$ cat src/rtl/egress_wrr_scheduler_pkg.sv
// egress_wrr_scheduler_pkg: shared field offsets, state encoding and weight helper for the egress scheduler
package egress_wrr_scheduler_pkg;
  localparam int START_OFS = 1;
  localparam int END_OFS = 2;
  localparam int W0_LSB = 0;
  localparam int W1_LSB = 8;
  localparam int STRICT_BIT = 16;
  localparam int WEIGHT_WIDTH = 8;
  typedef enum logic [1:0] {IDLE = 2'd0, SEND_Q0 = 2'd1, SEND_Q1 = 2'd2} state_t;
  function automatic logic [WEIGHT_WIDTH-1:0] eff_weight(input logic [WEIGHT_WIDTH-1:0] w);
    return (w == '0) ? WEIGHT_WIDTH'(1) : w;
  endfunction
endpackage

$ cat src/rtl/egress_out_slice.sv
// egress_out_slice: one-deep valid/ready output register with async active-low reset
module egress_out_slice #(
  parameter int WIDTH = 288
) (
  input  logic             clk,
  input  logic             rst,
  input  logic             in_valid,
  input  logic [WIDTH-1:0] in_data,
  output logic             in_ready,
  output logic             out_valid,
  output logic [WIDTH-1:0] out_data,
  input  logic             out_ready
);
  assign in_ready = !out_valid || out_ready;
  always_ff @(posedge clk or negedge rst) begin
    if (!rst) begin
      out_valid <= 1'b0;
      out_data <= '0;
    end else begin
      if (in_ready) out_valid <= in_valid;
      if (in_valid && in_ready) out_data <= in_data;
    end
  end
endmodule

$ cat src/rtl/egress_wrr_scheduler.sv
// egress_wrr_scheduler: packet-atomic weighted round-robin drain of the link and p2p egress queues
module egress_wrr_scheduler
  import egress_wrr_scheduler_pkg::*;
#(
  parameter int ENTRY_WIDTH = 288,
  parameter int CNT_WIDTH = 32
) (
  input  logic                   clk,
  input  logic                   rst,
  input  logic [31:0]            rw_data,
  input  logic                   i_q0_empty,
  input  logic [ENTRY_WIDTH-1:0] iv_q0_dout,
  output logic                   o_q0_rd_en,
  input  logic                   i_q1_empty,
  input  logic [ENTRY_WIDTH-1:0] iv_q1_dout,
  output logic                   o_q1_rd_en,
  output logic                   o_tx_valid,
  output logic [ENTRY_WIDTH-1:0] ov_tx_data,
  input  logic                   i_tx_ready,
  output logic [CNT_WIDTH-1:0]   ov_q0_pkt_cnt,
  output logic [CNT_WIDTH-1:0]   ov_q1_pkt_cnt,
  output logic                   o_framing_err
);
  state_t state, state_nx;
  logic owner, owner_nx, slot_free, grant, grant_any, act, pop, is_end, fresh, unused_rw;
  logic [WEIGHT_WIDTH-1:0] credit, credit_nx, w_act, c_base, c_dec;
  logic [ENTRY_WIDTH-1:0] entry;
  assign unused_rw = ^rw_data[31:17];
  assign grant = (rw_data[STRICT_BIT] && !i_q0_empty) ? 1'b0 :
                 (owner ? !i_q1_empty : !i_q0_empty) ? owner : !owner;
  assign grant_any = !(i_q0_empty && i_q1_empty);
  assign act = (state == SEND_Q1) || (state == IDLE && grant);
  // rst gates the pop so the FIFOs see no read while reset is held
  assign pop = rst && slot_free && (act ? !i_q1_empty : !i_q0_empty) && (state != IDLE || grant_any);
  assign entry = act ? iv_q1_dout : iv_q0_dout;
  assign is_end = entry[ENTRY_WIDTH-END_OFS];
  assign w_act = eff_weight(act ? rw_data[W1_LSB +: WEIGHT_WIDTH] : rw_data[W0_LSB +: WEIGHT_WIDTH]);
  // a fresh turn reloads credit from the live weights; credit 0 means the turn is spent
  assign fresh = (state == IDLE) && (act != owner || credit == '0);
  assign c_base = fresh ? w_act : credit;
  assign c_dec = c_base - WEIGHT_WIDTH'(1);
  assign o_q0_rd_en = pop && !act;
  assign o_q1_rd_en = pop && act;
  always_comb begin
    state_nx = state;
    owner_nx = owner;
    credit_nx = credit;
    if (pop) begin
      owner_nx = act;
      credit_nx = c_base;
      state_nx = act ? SEND_Q1 : SEND_Q0;
      if (is_end) begin
        state_nx = IDLE;
        owner_nx = (c_dec == '0) ? !act : act;
        credit_nx = c_dec;
      end
    end
  end
  always_ff @(posedge clk or negedge rst) begin
    if (!rst) begin
      state <= IDLE;
      owner <= 1'b0;
      credit <= '0;
      ov_q0_pkt_cnt <= '0;
      ov_q1_pkt_cnt <= '0;
      o_framing_err <= 1'b0;
    end else begin
      state <= state_nx;
      owner <= owner_nx;
      credit <= credit_nx;
      if (pop && is_end && !act) ov_q0_pkt_cnt <= ov_q0_pkt_cnt + CNT_WIDTH'(1);
      if (pop && is_end && act) ov_q1_pkt_cnt <= ov_q1_pkt_cnt + CNT_WIDTH'(1);
      if (pop && state == IDLE && !entry[ENTRY_WIDTH-START_OFS]) o_framing_err <= 1'b1;
    end
  end
  egress_out_slice #(.WIDTH(ENTRY_WIDTH)) u_out (
    .clk(clk),
    .rst(rst),
    .in_valid(pop),
    .in_data(entry),
    .in_ready(slot_free),
    .out_valid(o_tx_valid),
    .out_data(ov_tx_data),
    .out_ready(i_tx_ready)
  );
endmodule

$ cat config.mk
export PLATFORM = sky130hd
export DESIGN_NAME = egress_wrr_scheduler
export DESIGN_NICKNAME = d
export VERILOG_FILES = /design/src/rtl/egress_wrr_scheduler_pkg.sv /design/src/rtl/egress_out_slice.sv /design/src/rtl/egress_wrr_scheduler.sv
export SDC_FILE = /design/constraint.sdc
export NUM_CORES = 1
export LEC_CHECK = 0
export ABC_AREA = 1
export CAP_MARGIN = 10
export CORE_AREA = 4 4 380 382
export CTS_BUF_LIST = sky130_fd_sc_hd__clkbuf_2
export DETAILED_ROUTE_END_ITERATION = 6
export DIE_AREA = 0 0 384 386
export SYNTH_ARGS = -nofsm -noshare
export SYNTH_HDL_FRONTEND = slang
export SYNTH_SLANG_ARGS = --single-unit
$ cat constraint.sdc
create_clock -name clk -period 2.79 [get_ports clk]
set_input_delay 0.558 -clock clk [delete_from_list [all_inputs] [get_ports clk]]
set_output_delay 0.558 -clock clk [all_outputs]
set_load 0.03 [all_outputs]
==> metrics.md <==
| Metric | Value |
|---|---|
| Status | complete, but fails checks |
| Failing checks | setup timing |
| Netlist cell types | 36 |
| Final core utilization | 28.7% |
| Ys async rst share | 100% |
| Area Growth Syn to Fin | 139% |
| Fmax | 0.302 GHz |
| Sequential area share after synthesis | 54.0% |
| Hold Crit Endpoint | ov_q1_pkt_cnt[27]$_DFFE_PN0P_ |
| PortBufs | 953 |
| Max capacitance violation total | 0 |
| Drt drc | 0 |
| Static Leak | 18.4 nW |
| Num rows | 138 |
| Starting Density | 12.0% |
| Power Dens Cells | 823 nW/um^2 |
| Hold Path Stages | 10 |
| H-tree depth | 3 |
| Vias/cell | 3.92 |
| Unrepaired setup endpoints after global routing | true |
| Initial antenna violation count | 28 |
| Post-synth top area share | 54.0% |
| Synth area leader | dfrtp_1 |
| CTS tree | done |
| FF-to-FF End | owner$_DFFE_PN0P_ |
| Drt pass-1 iters | 5 |
| R2R Setup Slk | 0.06 ns |
| Power share of the clock group | 12.6% |
| Pint | 17.3 mW |
| Via Count | 24,400 |
| Reg clk slew, reported paths | 0.10 ns |
| Clock root cell | clkbuf_2 |
| Share of power burned in registers | 27.7% |
| Reg2reg path depth | 24 |
| First-iteration detailed-routing DRC count | 1,585 |
| Clock buffer count from CTS | 105 |
| I/O pin cnt | 969 |
| Element type at the critical path end | output pin |
| Period utilisation layout | 119% |
| Arr. time, crit path | 2.75 ns |
| Power, Total | 33.3 mW |
| Final Skew | 0.128 ns |
| Die Ht | 386 microns |
| Area of the mapped netlist | 16,900 sq um |
| Cell family with most CP delay | simple AND/OR/NAND/NOR gates |
| Setup TNS | -1.00 ns |
| Synth top area cells | dfrtp_1, nand2_1, nand3_1 |
| Detailed Route WL | 120,000 microns |
| Worst Hold Class | in -> reg |
| Synth top cells by count | nand2_1, dfrtp_1, nand3_1 |
| CTS sink cnt | 365 |
| Peak supply drop | 500 uV |
| Aggregate global-route resource usage | 15.1% |
| Final Hold Fails | 0 |
| Highest metal layer with signal wires | met5 |
| Combinational Power Share | 59.8% |
| Vias in the first global route | 25,600 |
| Crit-path max cell delay | 0.43 ns |
| P_sw | 16.0 mW |
| Core area | 141,000 sq um |
| Routability cong. | 0.873 |
| Most common cell on crit path | buf_6 |
| Filler cells | 14,400 |
| EDFF count, synth | 0 |
| Critical path peak fanout | 4 |
| Share of cells above drive strength 1 | 20.8% |
| Per-cell routed wire length | 19.3 microns |
| Full die area | 148,000 sq um |
| WL met3 | 10,500 microns |
| Min Hold Slack | 0.284 ns |
| Clock Path Buffers | 3 |
| Synth Instances | 2,120 |
| Crit path kind | reg -> out |
| Synthesis warning total | 0 |
| CP Cell Sequence | nand2_1 > nand2_2 > nand3_4 > nand2_8 > a21oi_4 > nand2_8 > buf_6 > nor2_4 > buf_6 > buf_6 |
| Die Span X | 384 microns |
| Syn_area_per_cell | 7.98 sq um |
| Slew headroom | 39.2% |
| Hold_sp | rst |
| Most common cell in the netlist | nand2_1 |
| R2r startpoint | owner$_DFFE_PN0P_ |
| Buf/Inv on CP | 3 |
| Place WS | -0.532 ns |
| Slew @ Worst Pin | 0.911 ns |
| Slew Viols, Final | 0 |
| Gr ovfl total | 0 |
| Clk_lat worst skew | 1.43 ns |
| First-pass GRT wire length | 167,000 microns |
| Pin count of the biggest net entering global routing | 129 |
| Post-synth net total | 2,737 |
| Final worst-path setup slack | -0.519 ns |
| Seq cells post-synth | 365 |
| Setup violators final | 2 |
| Nets | 4,839 |
| Hpwl dp | 82,100 microns |
| Critical Path Slowest Stage Cell | dfrtp_1 |
| Wire length on met2 | 55,500 microns |
| Dominant synthesized flop cell | dfrtp_1 |
| Minimum clock period | 3.31 ns |
| Metal-1 WL | 45,200 microns |
| Critical path launch point type | flip-flop |
| Worst Path Required | 2.23 ns |
| Post-route antenna net violation count | 0 |
| Crit. Startpoint | owner$_DFFE_PN0P_ |
| Sw Ratio | 48.1% |
## power by group through the flow
stage | clock, mW | sequential, mW | combinational (mW)
after global placement | 0 | 8.90 | 17.0
after detailed placement | 0 | 8.98 | 17.1
after CTS | 4.38 | 9.08 | 19.1
after floorplan | 0 | 12.7 | 4.07
final | 4.19 | 9.21 | 19.9
after global routing | 4.65 | 9.41 | 21.0
## stage by stage
stage	instance area, sq um	cells
after floorplan	16900	2120
after global placement	29600	4989
after detailed placement	29600	4989
after CTS	40000	6150
after global routing	40400	6197
final	40500	6208
## worst max path at each step
stage                                    end  slack, ns  cells after the start
2_1_floorplan                     o_q0_rd_en       0.09                      9
3_3_place_gp               owner$_DFFE_PN0P_      -0.54                     22
3_5_place_dp   ov_q0_pkt_cnt[22]$_DFFE_PN0P_      -0.53                     15
4_1_cts                           o_q0_rd_en      -0.97                     10
5_1_grt                           o_q0_rd_en      -0.91                     10
6_report                          o_q0_rd_en      -0.52                     10
## layout by cell type, fill, tap and decap left out, types with 6 or more instances in the layout
cell,netlist,layout
buf_8,0,15
clkinv_1,0,21
dlygate4sd3_1,0,861
dfrtp_1,365,319
buf_6,0,230
dfrtp_2,0,46
diode_2,0,24
nor2_1,43,39
nand2_1,1045,1038
buf_2,25,104
nand2_2,8,11
clkdlybuf4s50_1,0,596
nor2_4,11,13
xor2_1,43,43
clkbuf_2,0,149
nor2_2,5,7
buf_12,0,21
inv_1,67,66
nor4_1,13,13
xnor2_1,19,19
o21ai_0,11,10
nand3_1,321,321
buf_4,1,260
nor3_1,20,20
o221ai_1,6,6
nand4_1,9,9
## layer usage
| layer | vias up | GRT usage (%) |
|---|---|---|
| li1 | 11000 | - |
| met1 | 11700 | 17.1 |
| met2 | 1281 | 24.5 |
| met3 | 375 | 5.09 |
| met4 | 10 | 9.34 |
| met5 | - | 0 |
## worst reg2reg max path: stages (launching register included)
cell      delay [ns]
dfrtp_1         0.43
nand2_1         0.10
nand2_2         0.06
nand3_4         0.09
buf_4           0.11
buf_4           0.11
buf_12          0.10
nand3b_1        0.08
nand2_1         0.10
nand2_1         0.07
nor2_1          0.09
nand2_1         0.06
nand2_1         0.06
nand2_1         0.08
buf_6           0.13
ha_4            0.15
nand2_1         0.10
nand2_1         0.08
nor2_1          0.10
nand3_1         0.09
nor2_2          0.13
nand3_1         0.09
nor2_2          0.10
nor2_1          0.04
a21oi_1         0.11
## what timing repair did
action	CTS	global route
pin swaps	7	9
hold buffers	865	0
resized for setup	2260	35
setup buffers	116	34
endpoints found under the hold margin	684	0
setup endpoints to repair	356	153
cloned	1	1
## kinds of logic (layout without fill, tap and decap cells)
group | count (synthesis) | after routing | share of synthesized area [%]
and+or+nand+nor | 1493 | 1493 | 37.5
xor gates and xnor gates | 62 | 62 | 3.21
buffers and inverters | 170 | 2344 | 4.00
AOI/OAI and AO/OA | 26 | 26 | 0.977
DFF | 365 | 365 | 54.0
other | 0 | 24 | 0
adders and majority gates | 4 | 4 | 0.296
## area by class of cell
cell class	count	area (sq um)	area share (%)
Clock buffer	149	746	1.84
Tap cell	1890	2360	5.85
Inverter	70	275	0.680
Clock inverter	30	148	0.365
Timing Repair Buffer	2094	20500	50.6
Timing Repair inverter	1	6.26	0.0155
Sequential cell	365	9190	22.7
Multi-Input combinational cell	1585	7200	17.8
Antenna cell	24	60.1	0.148
## registers in the layout (all words and copies together) (netlist names)
register	count
ov_q1_pkt_cnt	32
state	2
u_out.out_data	288
u_out.out_valid	1
o_framing_err	1
ov_q0_pkt_cnt	32
credit	8
owner	1
(Power assumes the default switching activity.)
